<file path="src/rtl/ct_fadd_close_h_sched_if.sv">
// Bundle for the close-path scheduler: lane requests, the shared datapath hookup and the result port.
// The scheduler uses the slave modport; the surrounding issue/datapath/consumer logic uses master.
interface ct_fadd_close_h_sched_if #(
  parameter int NUM_REQ = 4,
  parameter int TAG_W   = 4
);
  logic [NUM_REQ-1:0]       req_vld;
  logic [NUM_REQ*12-1:0]    req_src0;
  logic [NUM_REQ*12-1:0]    req_src1;
  logic [NUM_REQ*TAG_W-1:0] req_tag;
  logic [NUM_REQ-1:0]       req_gnt;
  logic                     flush;

  logic [11:0]              dp_adder0;
  logic [11:0]              dp_adder1;
  logic [11:0]              dp_close_sum;
  logic [11:0]              dp_close_sum_m1;
  logic                     dp_close_op_chg;
  logic [5:0]               dp_ff1_pred;

  logic                     rslt_vld;
  logic                     rslt_rdy;
  logic [11:0]              rslt_sum;
  logic [11:0]              rslt_sum_m1;
  logic                     rslt_op_chg;
  logic [5:0]               rslt_ff1_pred;
  logic [TAG_W-1:0]         rslt_tag;
  logic [2:0]               rslt_id;
  logic                     busy;

  modport master (
    output req_vld, req_src0, req_src1, req_tag, flush,
    output dp_close_sum, dp_close_sum_m1, dp_close_op_chg, dp_ff1_pred,
    output rslt_rdy,
    input  req_gnt, dp_adder0, dp_adder1,
    input  rslt_vld, rslt_sum, rslt_sum_m1, rslt_op_chg, rslt_ff1_pred,
    input  rslt_tag, rslt_id, busy
  );

  modport slave (
    input  req_vld, req_src0, req_src1, req_tag, flush,
    input  dp_close_sum, dp_close_sum_m1, dp_close_op_chg, dp_ff1_pred,
    input  rslt_rdy,
    output req_gnt, dp_adder0, dp_adder1,
    output rslt_vld, rslt_sum, rslt_sum_m1, rslt_op_chg, rslt_ff1_pred,
    output rslt_tag, rslt_id, busy
  );
endinterface

</file>
<file path="src/rtl/ct_fadd_close_h_sched.sv">
// Round-robin scheduler sharing one half-precision close-path subtract/LZA datapath between lanes.
// S1 holds the operands driven to the datapath; S2 captures the datapath result with its tag and owner.
module ct_fadd_close_h_sched #(
  parameter int NUM_REQ = 4,
  parameter int TAG_W   = 4
) (
  input  logic                    forever_cpuclk,
  input  logic                    cpurst,
  ct_fadd_close_h_sched_if.slave  bus
);

  localparam logic [2:0] LAST_IDX = 3'(NUM_REQ - 1);
  localparam logic [3:0] NUM_REQ4 = 4'(NUM_REQ);

  logic                     r_s1_vld;
  logic                     r_s2_vld;
  logic [2:0]               r_ptr;
  logic [11:0]              r_adder0;
  logic [11:0]              r_adder1;
  logic [TAG_W-1:0]         r_s1_tag;
  logic [2:0]               r_s1_id;
  logic [11:0]              r_sum;
  logic [11:0]              r_sum_m1;
  logic                     r_op_chg;
  logic [5:0]               r_ff1_pred;
  logic [TAG_W-1:0]         r_s2_tag;
  logic [2:0]               r_s2_id;

  logic                     w_s2_free;
  logic                     w_s1_adv;
  logic                     w_s1_free;
  logic                     w_arb_en;
  logic [2*NUM_REQ-1:0]     w_req_rot;
  logic                     w_gnt_any;
  logic [2:0]               w_gnt_off;
  logic [3:0]               w_gnt_sum;
  logic [2:0]               w_gnt_idx;
  logic [NUM_REQ-1:0]       w_gnt;
  logic [2:0]               w_ptr_nxt;
  logic [11:0]              w_sel_src0;
  logic [11:0]              w_sel_src1;
  logic [TAG_W-1:0]         w_sel_tag;

  assign w_s2_free = !r_s2_vld || bus.rslt_rdy;
  assign w_s1_adv  = r_s1_vld && w_s2_free;
  assign w_s1_free = !r_s1_vld || w_s1_adv;
  // Reset is folded in so no grant can leak out while the pipeline is being cleared.
  assign w_arb_en  = w_s1_free && !bus.flush && !cpurst;

  // Rotate the request vector so the search always starts at the pointer, then
  // find the first set bit and map its offset back to an absolute lane index.
  always_comb begin
    w_req_rot = {bus.req_vld, bus.req_vld} >> r_ptr;
    w_gnt_any = 1'b0;
    w_gnt_off = 3'd0;
    for (int k = 0; k < NUM_REQ; k++) begin
      if (!w_gnt_any && w_arb_en && w_req_rot[k]) begin
        w_gnt_any = 1'b1;
        w_gnt_off = 3'(k);
      end
    end
    w_gnt_sum = {1'b0, r_ptr} + {1'b0, w_gnt_off};
    if (w_gnt_sum >= NUM_REQ4) begin
      w_gnt_sum = w_gnt_sum - NUM_REQ4;
    end
    w_gnt_idx = w_gnt_sum[2:0];
    w_ptr_nxt = (w_gnt_idx == LAST_IDX) ? 3'd0 : w_gnt_idx + 3'd1;
  end

  always_comb begin
    w_gnt      = '0;
    w_sel_src0 = '0;
    w_sel_src1 = '0;
    w_sel_tag  = '0;
    for (int k = 0; k < NUM_REQ; k++) begin
      if (w_gnt_idx == 3'(k)) begin
        w_gnt[k]   = w_gnt_any;
        w_sel_src0 = bus.req_src0[k*12 +: 12];
        w_sel_src1 = bus.req_src1[k*12 +: 12];
        w_sel_tag  = bus.req_tag[k*TAG_W +: TAG_W];
      end
    end
  end

  // Flush only drops the valids; pointer and operand registers keep their contents.
  always_ff @(posedge forever_cpuclk or posedge cpurst) begin
    if (cpurst) begin
      r_s1_vld <= 1'b0;
      r_ptr    <= 3'd0;
      r_adder0 <= '0;
      r_adder1 <= '0;
      r_s1_tag <= '0;
      r_s1_id  <= '0;
    end else if (bus.flush) begin
      r_s1_vld <= 1'b0;
    end else if (w_gnt_any) begin
      r_s1_vld <= 1'b1;
      r_ptr    <= w_ptr_nxt;
      r_adder0 <= w_sel_src0;
      r_adder1 <= w_sel_src1;
      r_s1_tag <= w_sel_tag;
      r_s1_id  <= w_gnt_idx;
    end else if (w_s1_free) begin
      r_s1_vld <= 1'b0;
    end
  end

  // A capture while the old result is being accepted replaces it, keeping rslt_vld high.
  always_ff @(posedge forever_cpuclk or posedge cpurst) begin
    if (cpurst) begin
      r_s2_vld   <= 1'b0;
      r_sum      <= '0;
      r_sum_m1   <= '0;
      r_op_chg   <= 1'b0;
      r_ff1_pred <= '0;
      r_s2_tag   <= '0;
      r_s2_id    <= '0;
    end else if (bus.flush) begin
      r_s2_vld <= 1'b0;
    end else if (w_s1_adv) begin
      r_s2_vld   <= 1'b1;
      r_sum      <= bus.dp_close_sum;
      r_sum_m1   <= bus.dp_close_sum_m1;
      r_op_chg   <= bus.dp_close_op_chg;
      r_ff1_pred <= bus.dp_ff1_pred;
      r_s2_tag   <= r_s1_tag;
      r_s2_id    <= r_s1_id;
    end else if (r_s2_vld && bus.rslt_rdy) begin
      r_s2_vld <= 1'b0;
    end
  end

  assign bus.req_gnt       = w_gnt;
  assign bus.dp_adder0     = r_adder0;
  assign bus.dp_adder1     = r_adder1;
  assign bus.rslt_vld      = r_s2_vld;
  assign bus.rslt_sum      = r_sum;
  assign bus.rslt_sum_m1   = r_sum_m1;
  assign bus.rslt_op_chg   = r_op_chg;
  assign bus.rslt_ff1_pred = r_ff1_pred;
  assign bus.rslt_tag      = r_s2_tag;
  assign bus.rslt_id       = r_s2_id;
  assign bus.busy          = r_s1_vld || r_s2_vld;

endmodule
</file>
<file path="src/flat_wrapper.sv">
// flat-port wrapper written by rule: the top's interface ports become plain ports
module ct_fadd_close_h_sched_flat 
#(
  parameter int NUM_REQ = 4,
  parameter int TAG_W   = 4
)
  (forever_cpuclk, cpurst, bus_req_vld, bus_req_src0, bus_req_src1, bus_req_tag, bus_flush, bus_dp_close_sum, bus_dp_close_sum_m1, bus_dp_close_op_chg, bus_dp_ff1_pred, bus_rslt_rdy, bus_req_gnt, bus_dp_adder0, bus_dp_adder1, bus_rslt_vld, bus_rslt_sum, bus_rslt_sum_m1, bus_rslt_op_chg, bus_rslt_ff1_pred, bus_rslt_tag, bus_rslt_id, bus_busy);
  ct_fadd_close_h_sched_if #(.NUM_REQ(NUM_REQ), .TAG_W(TAG_W)) bus_i ();
  input  logic forever_cpuclk;
  input  logic cpurst;
  input wire logic [$bits(bus_i.req_vld)-1:0] bus_req_vld;
  input wire logic [$bits(bus_i.req_src0)-1:0] bus_req_src0;
  input wire logic [$bits(bus_i.req_src1)-1:0] bus_req_src1;
  input wire logic [$bits(bus_i.req_tag)-1:0] bus_req_tag;
  input wire logic [$bits(bus_i.flush)-1:0] bus_flush;
  input wire logic [$bits(bus_i.dp_close_sum)-1:0] bus_dp_close_sum;
  input wire logic [$bits(bus_i.dp_close_sum_m1)-1:0] bus_dp_close_sum_m1;
  input wire logic [$bits(bus_i.dp_close_op_chg)-1:0] bus_dp_close_op_chg;
  input wire logic [$bits(bus_i.dp_ff1_pred)-1:0] bus_dp_ff1_pred;
  input wire logic [$bits(bus_i.rslt_rdy)-1:0] bus_rslt_rdy;
  output wire logic [$bits(bus_i.req_gnt)-1:0] bus_req_gnt;
  output wire logic [$bits(bus_i.dp_adder0)-1:0] bus_dp_adder0;
  output wire logic [$bits(bus_i.dp_adder1)-1:0] bus_dp_adder1;
  output wire logic [$bits(bus_i.rslt_vld)-1:0] bus_rslt_vld;
  output wire logic [$bits(bus_i.rslt_sum)-1:0] bus_rslt_sum;
  output wire logic [$bits(bus_i.rslt_sum_m1)-1:0] bus_rslt_sum_m1;
  output wire logic [$bits(bus_i.rslt_op_chg)-1:0] bus_rslt_op_chg;
  output wire logic [$bits(bus_i.rslt_ff1_pred)-1:0] bus_rslt_ff1_pred;
  output wire logic [$bits(bus_i.rslt_tag)-1:0] bus_rslt_tag;
  output wire logic [$bits(bus_i.rslt_id)-1:0] bus_rslt_id;
  output wire logic [$bits(bus_i.busy)-1:0] bus_busy;
  assign bus_i.req_vld = bus_req_vld;
  assign bus_i.req_src0 = bus_req_src0;
  assign bus_i.req_src1 = bus_req_src1;
  assign bus_i.req_tag = bus_req_tag;
  assign bus_i.flush = bus_flush;
  assign bus_i.dp_close_sum = bus_dp_close_sum;
  assign bus_i.dp_close_sum_m1 = bus_dp_close_sum_m1;
  assign bus_i.dp_close_op_chg = bus_dp_close_op_chg;
  assign bus_i.dp_ff1_pred = bus_dp_ff1_pred;
  assign bus_i.rslt_rdy = bus_rslt_rdy;
  assign bus_req_gnt = bus_i.req_gnt;
  assign bus_dp_adder0 = bus_i.dp_adder0;
  assign bus_dp_adder1 = bus_i.dp_adder1;
  assign bus_rslt_vld = bus_i.rslt_vld;
  assign bus_rslt_sum = bus_i.rslt_sum;
  assign bus_rslt_sum_m1 = bus_i.rslt_sum_m1;
  assign bus_rslt_op_chg = bus_i.rslt_op_chg;
  assign bus_rslt_ff1_pred = bus_i.rslt_ff1_pred;
  assign bus_rslt_tag = bus_i.rslt_tag;
  assign bus_rslt_id = bus_i.rslt_id;
  assign bus_busy = bus_i.busy;
  ct_fadd_close_h_sched #(.NUM_REQ(NUM_REQ), .TAG_W(TAG_W)) u_core (.forever_cpuclk(forever_cpuclk), .cpurst(cpurst), .bus(bus_i));
endmodule
</file>
<file path="config.mk">
export PLATFORM = sky130hd
export DESIGN_NAME = ct_fadd_close_h_sched_flat
export DESIGN_NICKNAME = d
export VERILOG_FILES = /design/src/rtl/ct_fadd_close_h_sched_if.sv /design/src/rtl/ct_fadd_close_h_sched.sv /design/src/flat_wrapper.sv
export SDC_FILE = /design/constraint.sdc
export NUM_CORES = 1
export LEC_CHECK = 0
export ABC_CLOCK_PERIOD_IN_PS = 4800
export CAP_MARGIN = 0
export CORE_AREA = 2 2 124 90
export DETAILED_ROUTE_END_ITERATION = 10
export DIE_AREA = 0 0 126 92
export PLACE_DENSITY_LB_ADDON = 0.3
export SYNTH_ARGS = -nofsm -noshare
export SYNTH_HDL_FRONTEND = slang
export SYNTH_SLANG_ARGS = --single-unit
</file>
<file path="constraint.sdc">
create_clock -name forever_cpuclk -period 4.8 [get_ports forever_cpuclk]
set_clock_uncertainty 0.05 [all_clocks]
set_input_delay 0.96 -clock forever_cpuclk [delete_from_list [all_inputs] [get_ports forever_cpuclk]]
set_output_delay 0.96 -clock forever_cpuclk [all_outputs]
set_load 0.03 [all_outputs]
</file>
# ---- After elaboration in Yosys (flattened, before gate mapping)
# Index checks and enable logic that the tools add are counted.
dict set report word_totals {
  regBits 74
  inputBits 151
  output_inout_bits 68
  word_cells 79
}
dict set report classes {
  add_sub_neg 3
  order_cmp 1
  n_eq_ne 3
  shift 1
  mux 31
  n_bitwise 1
  reduce_logical 26
}
# cell count
set ops {}
lappend ops {{$mux W12} 8}
lappend ops {{$mux W4} 4}
lappend ops {{$mux W1} 15}
lappend ops {{$logic_and A1 B1 Y1} 11}
lappend ops {{$shr A8 B3 Y4} 1}
lappend ops {{$logic_not A1 Y1} 7}
lappend ops {{$eq A3 B2 Y1 const B} 2}
lappend ops {{$mux W3} 2}
lappend ops {{$reduce_bool A3 Y1} 2}
lappend ops {{$add A3 B2 Y4} 1}
lappend ops {{$ge A4 B3 Y1 const B} 1}
lappend ops {{$mux W2} 2}
lappend ops {{$reduce_and A2 Y1} 2}
lappend ops {{$add A3 B1 Y3 const B} 1}
lappend ops {{$eq A3 B1 Y1 const B} 1}
lappend ops {{$logic_not A3 Y1} 1}
lappend ops {{$logic_or A1 B1 Y1} 3}
lappend ops {{$sub A3 B3 Y3 const B} 1}
lappend ops {{$not A1 Y1} 1}

# ---- Logic depth before layout (Yosys ltp)
dict set report depth {
  depth_word 28
  mapped_depth 17
  ltp_nobuf 14
}

# ---- Least setup slack after synthesis
# Ideal clock, no wire load.
dict set report synth_timing {
  kind {input to output}
  from {input bus_req_vld[1]}
  to {output bus_req_gnt[3]}
  arrival_ns 3.761
  required_ns 3.790
  slack_ns 0.029
  cell_stages 12
  path_buffers 3
  cell_sequence {mux2_4 > nand2b_1 > a21oi_1 > nor2_1 > or2_2 > fa_1 > inv_1 > ha_1 > clkbuf_1 > clkbuf_1 > clkbuf_1 > and3_1}
}
dict set report synth_via {
  elab_chain_cells 20
  elab_cells_between_ends 24
  classes_between {add/sub: 2; order compare: 1; eq/ne: 1; shift: 1; mux: 9; reduce/logical: 10}
}
# element line
set synth_rtl {}
lappend synth_rtl {{start, declared} flat_wrapper.sv:11} ;# input wire logic [$bits(bus_i.req_vld)-1:0] bus_req_vld;
lappend synth_rtl {{$shr A8 B3 Y4 *} ct_fadd_close_h_sched.sv:53} ;# w_req_rot = {bus.req_vld, bus.req_vld} >> r_ptr;
lappend synth_rtl {{$logic_and A1 B1 Y1} ct_fadd_close_h_sched.sv:57} ;# if (!w_gnt_any && w_arb_en && w_req_rot[k]) begin
lappend synth_rtl {{$mux W1} ct_fadd_close_h_sched.sv:57}
lappend synth_rtl {{$logic_not A1 Y1} ct_fadd_close_h_sched.sv:57}
lappend synth_rtl {{$logic_and A1 B1 Y1 (2 in series)} ct_fadd_close_h_sched.sv:57}
lappend synth_rtl {{$mux W1} ct_fadd_close_h_sched.sv:57}
lappend synth_rtl {{$logic_not A1 Y1} ct_fadd_close_h_sched.sv:57}
lappend synth_rtl {{$logic_and A1 B1 Y1 (2 in series)} ct_fadd_close_h_sched.sv:57}
lappend synth_rtl {{[... 2 more ...]} -}
lappend synth_rtl {{$logic_and A1 B1 Y1 (2 in series)} ct_fadd_close_h_sched.sv:57}
lappend synth_rtl {{$mux W2 *} ct_fadd_close_h_sched.sv:57}
lappend synth_rtl {{$add A3 B2 Y4 *} ct_fadd_close_h_sched.sv:62} ;# w_gnt_sum = {1'b0, r_ptr} + {1'b0, w_gnt_off};
lappend synth_rtl {{$ge A4 B3 Y1 / $sub A3 B3 Y3 (equally long branches)} {ct_fadd_close_h_sched.sv:63, ct_fadd_close_h_sched.sv:64}}
lappend synth_rtl {{$mux W3 *} ct_fadd_close_h_sched.sv:63} ;# if (w_gnt_sum >= NUM_REQ4) begin
lappend synth_rtl {{named net u_core.w_gnt_sum[1]} ct_fadd_close_h_sched.sv:36} ;# logic [3:0] w_gnt_sum;
lappend synth_rtl {{$eq A3 B2 Y1 *} ct_fadd_close_h_sched.sv:76} ;# if (w_gnt_idx == 3'(k)) begin
lappend synth_rtl {{$mux W1 *} ct_fadd_close_h_sched.sv:76}
lappend synth_rtl {{end, declared} flat_wrapper.sv:21} ;# output wire logic [$bits(bus_i.req_gnt)-1:0] bus_req_gnt;
# The timed path passes the listed nets; every way through them passes the cells marked *.

# ---- Worst setup path in the final report
dict set report layout_timing {
  from {input bus_rslt_rdy}
  to {output bus_req_gnt[0]}
}
dict set report layout_via {
  elab_chain_cells 24
  elab_cells_between_ends 28
  classes_between {add/sub: 2; order compare: 1; mux: 9; reduce/logical: 16}
}
# element line
set layout_rtl {}
lappend layout_rtl {{start, declared} flat_wrapper.sv:20} ;# input wire logic [$bits(bus_i.rslt_rdy)-1:0] bus_rslt_rdy;
lappend layout_rtl {{$logic_or A1 B1 Y1 *} ct_fadd_close_h_sched.sv:44} ;# assign w_s2_free = !r_s2_vld || bus.rslt_rdy;
lappend layout_rtl {{$logic_and A1 B1 Y1 *} ct_fadd_close_h_sched.sv:45} ;# assign w_s1_adv = r_s1_vld && w_s2_free;
lappend layout_rtl {{$logic_or A1 B1 Y1 *} ct_fadd_close_h_sched.sv:46} ;# assign w_s1_free = !r_s1_vld || w_s1_adv;
lappend layout_rtl {{$logic_and A1 B1 Y1 * (2 in series)} ct_fadd_close_h_sched.sv:48} ;# assign w_arb_en = w_s1_free && !bus.flush && !cpurst;
lappend layout_rtl {{$logic_and A1 B1 Y1} ct_fadd_close_h_sched.sv:57}
lappend layout_rtl {{$mux W1} ct_fadd_close_h_sched.sv:57}
lappend layout_rtl {{$logic_not A1 Y1} ct_fadd_close_h_sched.sv:57}
lappend layout_rtl {{$logic_and A1 B1 Y1 (2 in series)} ct_fadd_close_h_sched.sv:57}
lappend layout_rtl {{[... 5 more ...]} -}
lappend layout_rtl {{$logic_not A1 Y1} ct_fadd_close_h_sched.sv:57}
lappend layout_rtl {{$logic_and A1 B1 Y1 (2 in series)} ct_fadd_close_h_sched.sv:57}
lappend layout_rtl {{$mux W2} ct_fadd_close_h_sched.sv:57}
lappend layout_rtl {{$add A3 B2 Y4} ct_fadd_close_h_sched.sv:62}
lappend layout_rtl {{$ge A4 B3 Y1 / $sub A3 B3 Y3 (equally long branches)} {ct_fadd_close_h_sched.sv:63, ct_fadd_close_h_sched.sv:64}}
lappend layout_rtl {{$mux W3} ct_fadd_close_h_sched.sv:63}
lappend layout_rtl {{$logic_not A3 Y1} ct_fadd_close_h_sched.sv:76}
lappend layout_rtl {{$mux W1 *} ct_fadd_close_h_sched.sv:76}
# Mark *: on every way between the ends. The rest lies on a longest branch, timed or not.

==> impl_metrics.py <==
metrics = {
    "placement": {
        "port-buffer-count": 218,
        "globalplace.congestion": 0.838,
        "hpwl_um": 9010,
        "pre_cts_slack_ns": -0.333,
        "dp.cells": 712,
    },
    "logic_synthesis": {
        "ys_seq_elements": 74,
        "netlist_area_um2": 4060,
        "synth_cell_types": 33,
        "synth_fp_nets": 528,
        "yosysSeqAreaShare_pct": 45.6,
        "ys_warn_count": 0,
        "syn_inst": 370,
        "syn-mean-instance-area_um2": 11.0,
    },
    "timing": {
        "slew_headroom_pct": 41.4,
        "fin_crit_ns": 4.76,
        "fin_ws_ns": 0.0442,
        "tns_ns": 0,
        "setup_viol": 0,
        "max_freq_mhz": 210,
        "min_period_over_period_pct": 99.1,
        "hold_viol": 0,
        "slew_violations": 0,
        "max_slew.worst_pin.slew_ns": 0.879,
    },
    "cells_and_area": {
        "final_common_cell": "clkdlybuf4s50_1",
        "nFillCells": 837,
        "n_antenna_cell": 0,
        "instances_no_fill": 731,
        "final_cell_mix": "clkdlybuf4s50_1 (214), dfrtp_1 (74), mux2_2 (59)",
        "syn2layout_area_growth_pct": 69.4,
        "utilization_pct": 65.1,
        "drive_above_1_share_pct": 21.2,
        "layout.nets": 748,
    },
    "die": {
        "die_area_um2": 11600,
        "fp.dieW_um": 126,
        "ios": 219,
        "die_y_um": 92,
        "core-area_um2": 10600,
        "initial_core_util_pct": 38.4,
        "rows": 32,
    },
    "grt": {
        "gr-total-overflow": 0,
        "grt_first_pass_wirelength_um": 19300,
        "grt_max_degree": 59,
        "grt.total_usage_pct": 20.7,
        "antenna_found_initial": 0,
        "grt_pass1_vias": 3890,
    },
    "clocking": {
        "cts_inserted_buffers": 9,
        "cts_tree": "built",
        "clk_latency_ns": 0.33,
        "root_buffer": "clkbuf_16",
        "h-tree-depth": 3,
        "path_clk_slew_ns": 0.06,
        "clock_path_buffers": 2,
        "cts_sinks": 74,
    },
    "detailed_routing": {
        "drc": 0,
        "vias": 3741,
        "vias_per_cell": 5.12,
        "drt-pass1-iter-count": 5,
        "initialDrtViolationCount": 146,
        "post_drt_wl_per_cell_um": 16.9,
        "totalWireLength_um": 12300,
        "antenna_left": 0,
    },
    "power_and_ir_drop": {
        "power_density_nw_per_um2": 723,
        "design_power_total_mw": 4.97,
        "leakagePower_nw": 2.94,
        "ir_worst_vdd_mv": 0.694,
    },
    "job": {
        "maxCapViolCount": 0,
    },
    "outcome": {
        "status": "completed",
    },
    "setup_path": {
        "critPathLaunchType": "input port",
        "worstPathMaxFanout": 3,
        "worstSetupPathType": "in2out",
        "crit_arrival_ns": 3.75,
        "required_ns": 3.79,
        "regToRegSetupSlack_ns": 0.89,
        "end_kind": "primary output",
    },
    "worst_hold_path": {
        "hold_path_class": "reg2reg",
    },
}
==> kinds of logic (layout without fill, tap and decap cells) <==
logic type,after synthesis,after routing,synth area share [%]
AO/OA/AOI/OAI,93,93,17.4
AND/OR/NAND/NOR,55,55,6.56
flip-flops,74,74,45.6
multiplexers,76,76,21.4
adder cells (fa/ha/maj),7,7,2.34
buffers and inverters,65,290,6.69
==> layout make-up <==
type | instances | area (um^2) | area share (%)
clock buffers | 9 | 225 | 3.28
inverters | 34 | 129 | 1.87
repair buffers | 240 | 2380 | 34.7
well taps | 136 | 170 | 2.47
multi-input cells | 231 | 2020 | 29.3
flip-flops and latches | 74 | 1850 | 26.9
clock inverters | 7 | 101 | 1.47
==> worst paths after layout <==
kind	start	to	cells after the start
min	u_core.bus.dp_adder0[5]	u_core.bus.dp_adder0[5]	1
max reg2reg	u_core.r_ptr[0]	u_core.r_s1_tag[2]	12
min in group asynchronous	cpurst	u_core.r_ptr[0]	3
max in group asynchronous	cpurst	u_core.r_ptr[1]	4
max	bus_rslt_rdy	bus_req_gnt[0]	10
min reg2reg	u_core.bus.dp_adder0[5]	u_core.bus.dp_adder0[5]	1
==> layer usage <==
metal  share of wire (%)  GRT usage (%)
met1                  43           25.7
met2                  50           36.6
met3                 5.6           4.84
met4                 1.2           5.04
met5                   0              0
==> critical path, cell delays in order <==
cell and delay (ns):
clkdlybuf4s50_1 0.48, and3b_1 0.22, or3_4 0.38, nor3_4 0.19
ha_2 0.19, inv_1 0.05, fa_2 0.58, ha_1 0.19
and3_1 0.19, clkdlybuf4s15_2 0.31
==> flip-flops by register name, indices dropped and copies added (netlist names), 3 cells and up <==
name	count
u_core.bus.rslt_tag	4
u_core.bus.rslt_sum_m1	12
u_core.r_ptr	3
u_core.bus.rslt_sum	12
u_core.r_s1_tag	4
u_core.r_s1_id	3
u_core.bus.rslt_ff1_pred	6
u_core.bus.dp_adder1	12
u_core.bus.rslt_id	3
u_core.bus.dp_adder0	12
==> cell usage after synthesis <==
cell	number	area, um^2
a211o_1	28	245
a21oi_1	32	160
a221oi_1	28	245
a2bb2oi_1	1	8.76
and3_1	4	25.0
and3b_1	1	8.76
buf_1	3	11.3
buf_2	4	20.0
buf_6	3	33.8
clkbuf_1	21	78.8
dfrtp_1	74	1850
fa_1	1	20.0
ha_1	6	75.1
inv_1	34	128
mux2_1	8	90.1
mux2_2	59	664
mux2_4	5	75.1
mux2i_1	4	40.0
nand2_1	28	105
nand2b_1	3	18.8
nand3_1	1	5.00
nand3b_1	1	7.51
nor2_1	6	22.5
nor2b_1	2	12.5
nor2b_4	1	13.8
nor3_1	3	15.0
nor3b_1	1	7.51
o21ai_2	1	8.76
o21ba_2	1	10.0
o22ai_1	1	6.26
o31ai_4	1	21.3
or2_2	2	12.5
or3_1	2	12.5
==> where the power goes <==
group	switching, mW	leakage, nW	internal, mW
combinational	1.62	1.88	1.54
sequential	0.159	0.905	0.925
clock	0.267	0.153	0.459
==> stage by stage <==
step	instance area, um^2	hold slack [ns]
floorplan	4060	0.402
global placement	6440	0.421
detailed placement	6440	0.424
CTS	6790	0.439
global route	6880	0.447
finish	6880	0.435
==> timing repair <==
item / CTS / global route
hold buffers: 0 / 0
gates cloned: 0 / 1
pin swaps: 0 / 2
setup endpoints to repair: 2 / 32
gates resized for setup: 8 / 9
setup buffers: 0 / 2
Power figures use the tool's default switching activity.
